`src/rtl/rl_sector_framer.sv`:
```
// RL02 sector framer: hunts header/data preambles, forwards the 48 header bits,
// skips the inter-field gap and assembles the data field (plus CRC) into words.
module rl_sector_framer #(
    parameter int PREAMBLE_MIN = 32,
    parameter int GAP_BITS     = 64,
    parameter int SYNC_TIMEOUT = 256,
    parameter int DATA_WORDS   = 128
) (
    input  logic        clk,
    input  logic        rst,
    input  logic        enable,
    input  logic        bitIn,
    input  logic        bitInStrobe,
    output logic [2:0]  decode_state,
    output logic        headerBitIn,
    output logic        headerBitInStrobe,
    output logic [15:0] dataWord,
    output logic        dataWordStrobe,
    output logic [7:0]  dataWordIndex,
    output logic        syncLost
);

    typedef enum logic [2:0] {
        DSFM_IDLE = 3'b000,
        DSFM_HPRE = 3'b001,
        DSFM_HDR  = 3'b010,
        DSFM_GAP  = 3'b011,
        DSFM_DPRE = 3'b100,
        DSFM_DATA = 3'b101
    } state_t;

    localparam int                HUNT_W     = $clog2(SYNC_TIMEOUT + 1);
    localparam logic [7:0]        PRE_MIN    = 8'(PREAMBLE_MIN);
    localparam logic [7:0]        HDR_LAST   = 8'd47;
    localparam logic [7:0]        GAP_LAST   = 8'(GAP_BITS - 1);
    localparam logic [7:0]        WORD_LAST  = 8'd15;
    localparam logic [7:0]        CRC_IDX    = 8'(DATA_WORDS);
    localparam logic [HUNT_W-1:0] HUNT_LIMIT = HUNT_W'(SYNC_TIMEOUT);

    state_t             state, state_next;
    logic [7:0]         zero_cnt, zero_next;
    logic [7:0]         bit_cnt, bit_next;
    logic [HUNT_W-1:0]  hunt_cnt, hunt_next;
    logic [7:0]         word_idx, word_idx_next;
    logic [15:0]        shift_word, shift_next;

    logic               header_bit_next, header_strobe_next;
    logic [15:0]        data_word_next;
    logic               data_strobe_next;
    logic [7:0]         data_index_next;
    logic               sync_lost_next;

    logic [7:0]         zero_inc;
    logic [HUNT_W-1:0]  hunt_inc;
    logic               sync_ok;
    logic [15:0]        word_shifted;

    assign decode_state = state;

    assign zero_inc = (zero_cnt == 8'hFF) ? zero_cnt : zero_cnt + 8'd1;
    assign hunt_inc = hunt_cnt + 1'b1;
    assign sync_ok  = bitIn && (zero_cnt >= PRE_MIN);
    // Data words arrive LSB-first; the trailing CRC word arrives MSB-first.
    assign word_shifted = (word_idx == CRC_IDX) ? {shift_word[14:0], bitIn}
                                                : {bitIn, shift_word[15:1]};

    always_ff @(posedge clk) begin
        if (rst) begin
            state             <= DSFM_IDLE;
            zero_cnt          <= '0;
            bit_cnt           <= '0;
            hunt_cnt          <= '0;
            word_idx          <= '0;
            shift_word        <= '0;
            headerBitIn       <= 1'b0;
            headerBitInStrobe <= 1'b0;
            dataWord          <= '0;
            dataWordStrobe    <= 1'b0;
            dataWordIndex     <= '0;
            syncLost          <= 1'b0;
        end else begin
            state             <= state_next;
            zero_cnt          <= zero_next;
            bit_cnt           <= bit_next;
            hunt_cnt          <= hunt_next;
            word_idx          <= word_idx_next;
            shift_word        <= shift_next;
            headerBitIn       <= header_bit_next;
            headerBitInStrobe <= header_strobe_next;
            dataWord          <= data_word_next;
            dataWordStrobe    <= data_strobe_next;
            dataWordIndex     <= data_index_next;
            syncLost          <= sync_lost_next;
        end
    end

    always_comb begin
        state_next         = state;
        zero_next          = zero_cnt;
        bit_next           = bit_cnt;
        hunt_next          = hunt_cnt;
        word_idx_next      = word_idx;
        shift_next         = shift_word;
        header_bit_next    = headerBitIn;
        header_strobe_next = 1'b0;
        data_word_next     = dataWord;
        data_strobe_next   = 1'b0;
        data_index_next    = dataWordIndex;
        sync_lost_next     = 1'b0;

        if (!enable) begin
            // Losing the drive mid-field is reported so the host can retry.
            state_next     = DSFM_IDLE;
            zero_next      = '0;
            bit_next       = '0;
            hunt_next      = '0;
            word_idx_next  = '0;
            shift_next     = '0;
            sync_lost_next = (state == DSFM_HDR) || (state == DSFM_DPRE) ||
                             (state == DSFM_DATA);
        end else begin
            case (state)
                DSFM_IDLE: begin
                    state_next = DSFM_HPRE;
                    zero_next  = '0;
                end
                DSFM_HPRE: begin
                    if (bitInStrobe) begin
                        if (!bitIn) begin
                            zero_next = zero_inc;
                        end else if (sync_ok) begin
                            state_next = DSFM_HDR;
                            bit_next   = '0;
                        end else begin
                            zero_next = '0;
                        end
                    end
                end
                DSFM_HDR: begin
                    if (bitInStrobe) begin
                        header_strobe_next = 1'b1;
                        header_bit_next    = bitIn;
                        if (bit_cnt == HDR_LAST) begin
                            state_next = DSFM_GAP;
                            bit_next   = '0;
                        end else begin
                            bit_next = bit_cnt + 8'd1;
                        end
                    end
                end
                DSFM_GAP: begin
                    if (bitInStrobe) begin
                        if (bit_cnt == GAP_LAST) begin
                            state_next = DSFM_DPRE;
                            bit_next   = '0;
                            zero_next  = '0;
                            hunt_next  = '0;
                        end else begin
                            bit_next = bit_cnt + 8'd1;
                        end
                    end
                end
                DSFM_DPRE: begin
                    if (bitInStrobe) begin
                        hunt_next = hunt_inc;
                        // A sync on the final hunt cell still counts.
                        if (sync_ok) begin
                            state_next    = DSFM_DATA;
                            word_idx_next = '0;
                            bit_next      = '0;
                        end else if (hunt_inc == HUNT_LIMIT) begin
                            state_next     = DSFM_HPRE;
                            sync_lost_next = 1'b1;
                            zero_next      = '0;
                            hunt_next      = '0;
                        end else if (!bitIn) begin
                            zero_next = zero_inc;
                        end else begin
                            zero_next = '0;
                        end
                    end
                end
                DSFM_DATA: begin
                    if (bitInStrobe) begin
                        shift_next = word_shifted;
                        if (bit_cnt == WORD_LAST) begin
                            bit_next         = '0;
                            data_word_next   = word_shifted;
                            data_strobe_next = 1'b1;
                            data_index_next  = word_idx;
                            if (word_idx == CRC_IDX) begin
                                state_next    = DSFM_HPRE;
                                zero_next     = '0;
                                word_idx_next = '0;
                            end else begin
                                word_idx_next = word_idx + 8'd1;
                            end
                        end else begin
                            bit_next = bit_cnt + 8'd1;
                        end
                    end
                end
                default: begin
                    state_next = DSFM_IDLE;
                end
            endcase
        end
    end

endmodule

```
`config.mk`:
```
export PLATFORM = sky130hd
export DESIGN_NAME = rl_sector_framer
export DESIGN_NICKNAME = d
export VERILOG_FILES = /design/src/rtl/rl_sector_framer.sv
export SDC_FILE = /design/constraint.sdc
export NUM_CORES = 1
export LEC_CHECK = 0
export BUFFER_PORTS_ARGS = -buffer_cell sky130_fd_sc_hd__buf_2
export CAP_MARGIN = 15
export CELL_PAD_IN_SITES_DETAIL_PLACEMENT = 0
export CELL_PAD_IN_SITES_GLOBAL_PLACEMENT = 1
export CORE_MARGIN = 1
export CORE_UTILIZATION = 40
export CTS_CLUSTER_SIZE = 28
export DETAILED_ROUTE_END_ITERATION = 7
export HOLD_SLACK_MARGIN = 0.05
export PLACE_DENSITY = 0.79
export SYNTH_ARGS = -nofsm -noshare
export SYNTH_HDL_FRONTEND = slang
export SYNTH_SLANG_ARGS = --single-unit
```
`constraint.sdc`:
```
create_clock -name clk -period 2.3 [get_ports clk]
set_clock_uncertainty 0.15 [all_clocks]
set_input_delay 0.575 -clock clk [delete_from_list [all_inputs] [get_ports clk]]
set_output_delay 0.575 -clock clk [all_outputs]
set_load 0.01 [all_outputs]
```
==> flow_summary_export.csv, run 1 <==
group,metric,value,unit
global_route,grt_pass1_wl,15600,um
detailed_routing,drc,0,
final_layout,drive_above_1_share,22.4,%
clock_network,clk_pin_slew,0.09,ns
die,die_width,100,um
clock_network,cts_root_buf,"clkbuf_8",
detailed_routing,via_count,3523,
placement,pre_cts_ws,-0.0623,ns
global_route,gr-usage-all-layers,19.6,%
sta,setup_slack,0.0420,ns
die,placementRows,35,
yosys,ys.flop_type,"dfxtp_1",
yosys,yosysSeqAreaShare,41.4,%
yosys,syn_area,3870,sq um
setup_path,crit_chain,"ha_4 -> or4b_4 -> o31a_1 -> nor4_4 -> mux2_4 -> o41ai_2",
run,maxCapViolCount,0,
power,total_leakage_power,1.81,nW
setup_path,start_kind,"flip-flop",
detailed_routing,first_iter_violations,155,
final_layout,final_nets,533,
sta,fin_setup_tns,0,ns
sta,slew_headroom,65.3,%
setup_path,worst_ep_arrival_time,2.39,ns
yosys,synthCells,462,
setup_path,cpPeakStageDelay,0.49,ns
sta,setup-violations-final,0,
clock_network,htree_levels,3,
detailed_routing,wirelength,9300,um
setup_path,cpMaxStageDelayCell,"or4b_4",
clock_network,cts.sinks,80,
detailed_routing,drtAntennaViolNets,0,
yosys,yosysWarnings,0,
placement,dpl-instance-area,4430,sq um
placement,gp_congestion,0.844,
clock_network,clk-insertion-delay-late,0.37,ns
clock_network,clockBufferDepth,2,
setup_path,r2r-end,"decode_state[1]$_SDFFE_PP0P_",
global_route,antenna_found_initial,0,
setup_path,regToRegStartpoint,"bit_cnt[0]$_SDFFE_PP0P_",
final_layout,antenna_cells,0,
detailed_routing,vias_per_cell,5.37,
die,die-height,100,um
sta,hold_viol_final,0,
setup_path,r2r_slack,0.04,ns
setup_path,rr_worst_depth,6,
sta,fmax,0.443,GHz
global_route,grt_pass1_vias,3194,
sta,rsz0062_at_grt,"true",
min_path,hold_start,"dataWordIndex[0]$_SDFFE_PP0P_",
yosys,synth_area_per_cell,8.37,sq um
sta,period_share,98.2,%
min_path,whs_endpoint,"dataWordIndex[0]$_SDFFE_PP0P_",
clock_network,hold_buffers,0,
power,p_per_area,534,nW/um^2
global_route,grt_max_degree,41,
yosys,ys_seq_elements,80,
global_route,grt_overflow_total,0,
detailed_routing,drt-wirelength-per-cell,14.2,um
setup_path,critPathCaptureType,"flip-flop",
final_layout,fin_area,4730,sq um
yosys,synth.distinct_cells,56,
yosys,synthArstFlopShare,0,%
die,pin_count,36,
setup_path,crit_type,"flip-flop to flip-flop",
setup_path,crit_fanout,3,
yosys,synth_edf_count,0,
yosys,synth_nets,473,
setup_path,required,2.44,ns
power,ir_drop,364,uV
die,core_area,9280,sq um
sta,hold_ws,0.306,ns
placement,dp_hpwl,6490,um
sta,post-route-min-period,2.26,ns
detailed_routing,first_pass_iters,4,
min_path,worstHoldPathCells,2,
placement,place_inst,636,
die,design.die.area,10100,sq um
clock_network,numCtsBuffers,9,
placement,portBuffers,35,
die,start_util,41.6,%
clock_network,cts_tree,"built",
final_layout,stdcell_count,656,
sta,worst_slew_pin_slew,0.520,ns
final_layout,syn_to_final_growth,22.3,%
status,status,"completed",
sta,drv_slew,0,
min_path,holdCritPathClass,"flip-flop to flip-flop",
[synth_stat cells (all sizes together) (3+ instances only)]
cell | count | area [sq um]
buf | 9 | 45.1
nor3 | 9 | 61.3
a32oi | 3 | 26.3
nand4 | 13 | 81.3
nor4 | 4 | 40.0
clkbuf | 20 | 76.3
nand4b | 4 | 35.0
and3 | 10 | 62.6
nand3 | 26 | 130
dfxtp | 80 | 1600
nor2 | 71 | 269
inv | 11 | 41.3
o31a | 3 | 26.3
a21oi | 17 | 85.1
a31oi | 7 | 43.8
xnor2 | 5 | 43.8
nand2b | 3 | 18.8
a211oi | 37 | 283
ha | 6 | 75.1
o31ai | 3 | 22.5
nand2 | 45 | 169
xor2 | 12 | 105
mux2i | 18 | 180
o21ai | 20 | 100
a221oi | 3 | 32.5
[routing by layer]
metal	vias up	global-route usage (%)	wire, um
li1	1799	-	-
met1	1653	25.7	4470
met2	60	31.1	4350
met3	11	5.01	348
met4	0	6.91	124
met5	-	0	0
[power breakdown]
group | total, W | switching [W] | leakage (nW) | internal (W)
Clock | 0.00100 | 0.000571 | 0.0895 | 0.000432
Combinational | 0.000134 | 0.0000870 | 1.07 | 0.0000467
Sequential | 0.00139 | 0.00000136 | 0.645 | 0.00139
[kinds of logic after synthesis]
family                   after synthesis  share of synthesized area, %
AO/OA/AOI/OAI                        106                          19.2
flip-flops                            80                          41.4
adder cells (fa/ha/maj)                6                          1.94
XOR/XNOR                              17                          3.85
buffers and inverters                 41                          4.30
multiplexers                          19                          4.95
AND/OR/NAND/NOR                      193                          24.3
[placed cells by master, fill, tap and decap left out, types with 4 or more instances in the layout]
cell / count
and3_1: 9
xor2_1: 12
a21oi_1: 17
clkbuf_8: 10
xnor2_1: 5
dfxtp_1: 78
nand4b_1: 4
a31oi_1: 7
buf_2: 35
buf_4: 41
ha_1: 4
nand3_1: 23
a211oi_1: 34
nand4_1: 13
nand2_1: 45
nor3_1: 7
nor2_1: 70
inv_1: 10
mux2i_1: 18
o21ai_0: 19
[sequential cells by signal, indices dropped and copies added, names as in the netlist]
register	cells
syncLost	1
dataWord	16
zero_cnt	8
headerBitIn	1
shift_word	16
decode_state	3
headerBitInStrobe	1
word_idx	8
hunt_cnt	9
bit_cnt	8
dataWordIndex	8
dataWordStrobe	1
[worst max path at each step]
stage / from / endpoint / slack (ns) / depth (start not counted)
3_5_place_dp: word_idx[1]$_SDFFE_PP0P_ / decode_state[1]$_SDFFE_PP0P_ / -0.06 / 8
3_3_place_gp: hunt_cnt[0]$_SDFFE_PP0P_ / hunt_cnt[4]$_SDFFE_PP0P_ / 0.005 / 8
5_1_grt: bit_cnt[0]$_SDFFE_PP0P_ / decode_state[1]$_SDFFE_PP0P_ / -0.04 / 7
6_report: bit_cnt[0]$_SDFFE_PP0P_ / decode_state[1]$_SDFFE_PP0P_ / 0.04 / 6
4_1_cts: word_idx[1]$_SDFFE_PP0P_ / decode_state[1]$_SDFFE_PP0P_ / -0.02 / 8
2_1_floorplan: bit_cnt[1]$_SDFFE_PP0P_ / decode_state[1]$_SDFFE_PP0P_ / 0.02 / 7
[critical path: cells and delay by family, from the launching register on]
kind / cells / cell delay (ns)
DFF: 1 / 0.36
adders and majority gates: 1 / 0.13
muxes: 1 / 0.34
AOI/OAI and AO/OA: 2 / 0.38
and+or+nand+nor: 2 / 0.81
[what timing repair did]
action                     CTS  global route
hold endpoints to repair     0             0
gates resized for setup      2            12
pin swaps                    1             6
setup endpoints to repair    6            25
buffers inserted             0             4
[per-stage QoR]
step	util [%]	power [W]
2_1_floorplan	-	0.00150
3_5_place_dp	47.7	0.00155
6_report	50.9	0.00252
4_1_cts	49.9	0.00255
5_1_grt	50.9	0.00262
3_3_place_gp	47.7	0.00155
[cell type report]
type / instances / area (sq um)
multi-input cells: 341 / 2210
clock inverters: 6 / 50.0
inverters: 12 / 45.0
repair buffers: 78 / 523
flip-flops and latches: 80 / 1600
fillers: 904 / 4550
well taps: 129 / 161
clock buffers: 10 / 138
No activity file was read; power rests on OpenSTA's default activity.
==> run 2: changes to the inputs <==
--- a/constraint.sdc
+++ b/constraint.sdc
@@ -4,2 +4,2 @@
 set_output_delay 0.575 -clock clk [all_outputs]
-set_load 0.01 [all_outputs]
+set_load 0.1 [all_outputs]
==> flow_summary_export.csv, run 2 (synthesis results as in run 1) <==
group,metric,value,unit
global_route,grt_overflow_total,0,
setup_path,required,2.44,ns
sta,hold_viol_final,0,
status,failed_checks,"negative setup slack",
setup_path,rr_worst_depth,8,
final_layout,antenna_cells,0,
final_layout,postLayoutCoreUtil,51.3,%
die,pin_count,36,
clock_network,cts_tree,"built",
clock_network,htree_levels,3,
final_layout,final_nets,532,
final_layout,final_cell_mix,"dfxtp_1 (75), nor2_1 (70), nand2_1 (44), buf_4 (39)",
final_layout,drive_above_1_share,23.8,%
die,start_util,41.6,%
die,die-height,100,um
setup_path,start_kind,"flip-flop",
detailed_routing,wirelength,9330,um
clock_network,clk-insertion-delay-late,0.37,ns
power,p_total,0.00259,W
placement,dp_hpwl,6480,um
die,design.die.area,10100,sq um
detailed_routing,first_pass_iters,4,
final_layout,syn_to_final_growth,23.1,%
power,p_per_area,545,nW/um^2
setup_path,r2r-end,"zero_cnt[6]$_SDFFE_PP0P_",
global_route,use_met2,29.6,%
setup_path,worst_ep_arrival_time,2.49,ns
global_route,grt_max_degree,41,
setup_path,critPathCaptureType,"flip-flop",
clock_network,clk_pin_slew,0.08,ns
min_path,worstHoldPathCells,2,
global_route,met1_usage,26.4,%
min_path,whs_endpoint,"dataWordIndex[0]$_SDFFE_PP0P_",
global_route,gr-usage-all-layers,19.6,%
sta,rsz0062_at_grt,"true",
placement,portBuffers,35,
final_layout,final_common_cell,"dfxtp_1",
detailed_routing,drtAntennaViolNets,0,
final_layout,fillers,932,
sta,slew_headroom,66.6,%
global_route,antenna_found_initial,0,
global_route,top_usage_layer,"met2",
setup_path,crit_type,"flip-flop to flip-flop",
global_route,grt_pass1_wl,15400,um
setup_path,crit_fanout,12,
power,total_leakage_power,1.82,nW
final_layout,top_regs,"dataWord (16), shift_word (16), hunt_cnt (9)",
global_route,use_met3,5.50,%
setup_path,r2r_slack,-0.05,ns
setup_path,regToRegStartpoint,"bit_cnt[0]$_SDFFE_PP0P_",
sta,drv_slew,0,
run,maxCapViolCount,0,
die,core_area,9280,sq um
status,status,"finished, violations left",
die,placementRows,35,
detailed_routing,drt-wirelength-per-cell,14.2,um
clock_network,numCtsBuffers,9,
clock_network,cts_root_buf,"clkbuf_8",
sta,fmax,0.425,GHz
sta,setup-violations-final,6,
clock_network,cts.sinks,80,
sta,worst_slew_pin_slew,0.504,ns
sta,period_share,102,%
detailed_routing,vias_per_cell,5.37,
detailed_routing,drc,0,
detailed_routing,first_iter_violations,168,
die,die_width,100,um
clock_network,clockBufferDepth,2,
min_path,hold_start,"dataWordIndex[0]$_SDFFE_PP0P_",
placement,gp_congestion,0.900,
power,ir_drop,459,uV
sta,setup_slack,-0.0539,ns
sta,post-route-min-period,2.35,ns
detailed_routing,via_count,3520,
clock_network,hold_buffers,0,
sta,hold_ws,0.305,ns
min_path,holdCritPathClass,"flip-flop to flip-flop",
global_route,grt_pass1_vias,3155,
-- run 2: changes by cell type in the layout (fill, tap and decap cells not counted), sizes merged --
cell,before,now
clkinvlp,2,0
buf,78,77
clkbuf,10,11
clkinv,3,4
-- run 2: layer usage --
layer,vias up,wire [um],part of all wire (%)
met2,62,4190,45
met3,18,385,4.1
met5,-,0,0
met1,1635,4570,49
met4,0,187,2.0
li1,1805,-,-
-- run 2: worst max-delay path by stage --
stage | startpoint | to
after CTS | bit_cnt[1]$_SDFFE_PP0P_ | decode_state[0]$_SDFFE_PP0P_
after detailed placement | bit_cnt[1]$_SDFFE_PP0P_ | decode_state[0]$_SDFFE_PP0P_
after global placement | hunt_cnt[0]$_SDFFE_PP0P_ | hunt_cnt[3]$_SDFFE_PP0P_
after floorplan | bitInStrobe | dataWord[10]$_SDFFE_PP0P_
after global routing | bit_cnt[0]$_SDFFE_PP0P_ | decode_state[1]$_SDFFE_PP0P_
final | bit_cnt[0]$_SDFFE_PP0P_ | zero_cnt[6]$_SDFFE_PP0P_
-- run 2: per-stage QoR --
step	setup WS [ns]	cells	cell area (sq um)	TNS (ns)
floorplan	0.0142	462	3900	0
global placement	0.0155	636	4440	0
detailed placement	-0.0204	636	4440	-0.0339
CTS	0.00743	652	4660	0
global route	-0.107	655	4760	-0.904
finish	-0.0539	655	4760	-0.152
-- run 2: critical path, cell delays in order (launching register included) --
cell and delay [ns]:
dfxtp_2 0.36, ha_4 0.14, or4b_4 0.49, nor3_4 0.28, o32ai_4 0.17, nor2_2 0.18
buf_12 0.16, a41oi_2 0.12, a211oi_1 0.22
-- run 2: layout make-up --
| class | instances | area [sq um] | area share, % |
|---|---|---|---|
| clock inverters | 5 | 46.3 | 0.973 |
| multi-input cells | 341 | 2210 | 46.5 |
| well taps | 129 | 161 | 3.39 |
| repair buffers | 77 | 519 | 10.9 |
| clock buffers | 11 | 163 | 3.42 |
| flip-flops and latches | 80 | 1610 | 33.9 |
| inverters | 12 | 45.0 | 0.947 |
-- run 2: report_power, final --
group,switching (W),internal (W)
sequential,0.00000130,0.00138
clock,0.000552,0.000504
combinational,0.000102,0.0000498
total,0.000656,0.00194
-- run 2: timing repair --
action,CTS,global route
gates resized for setup,1,20
buffers inserted,0,3
setup endpoints to repair,4,23
pin swaps,1,7
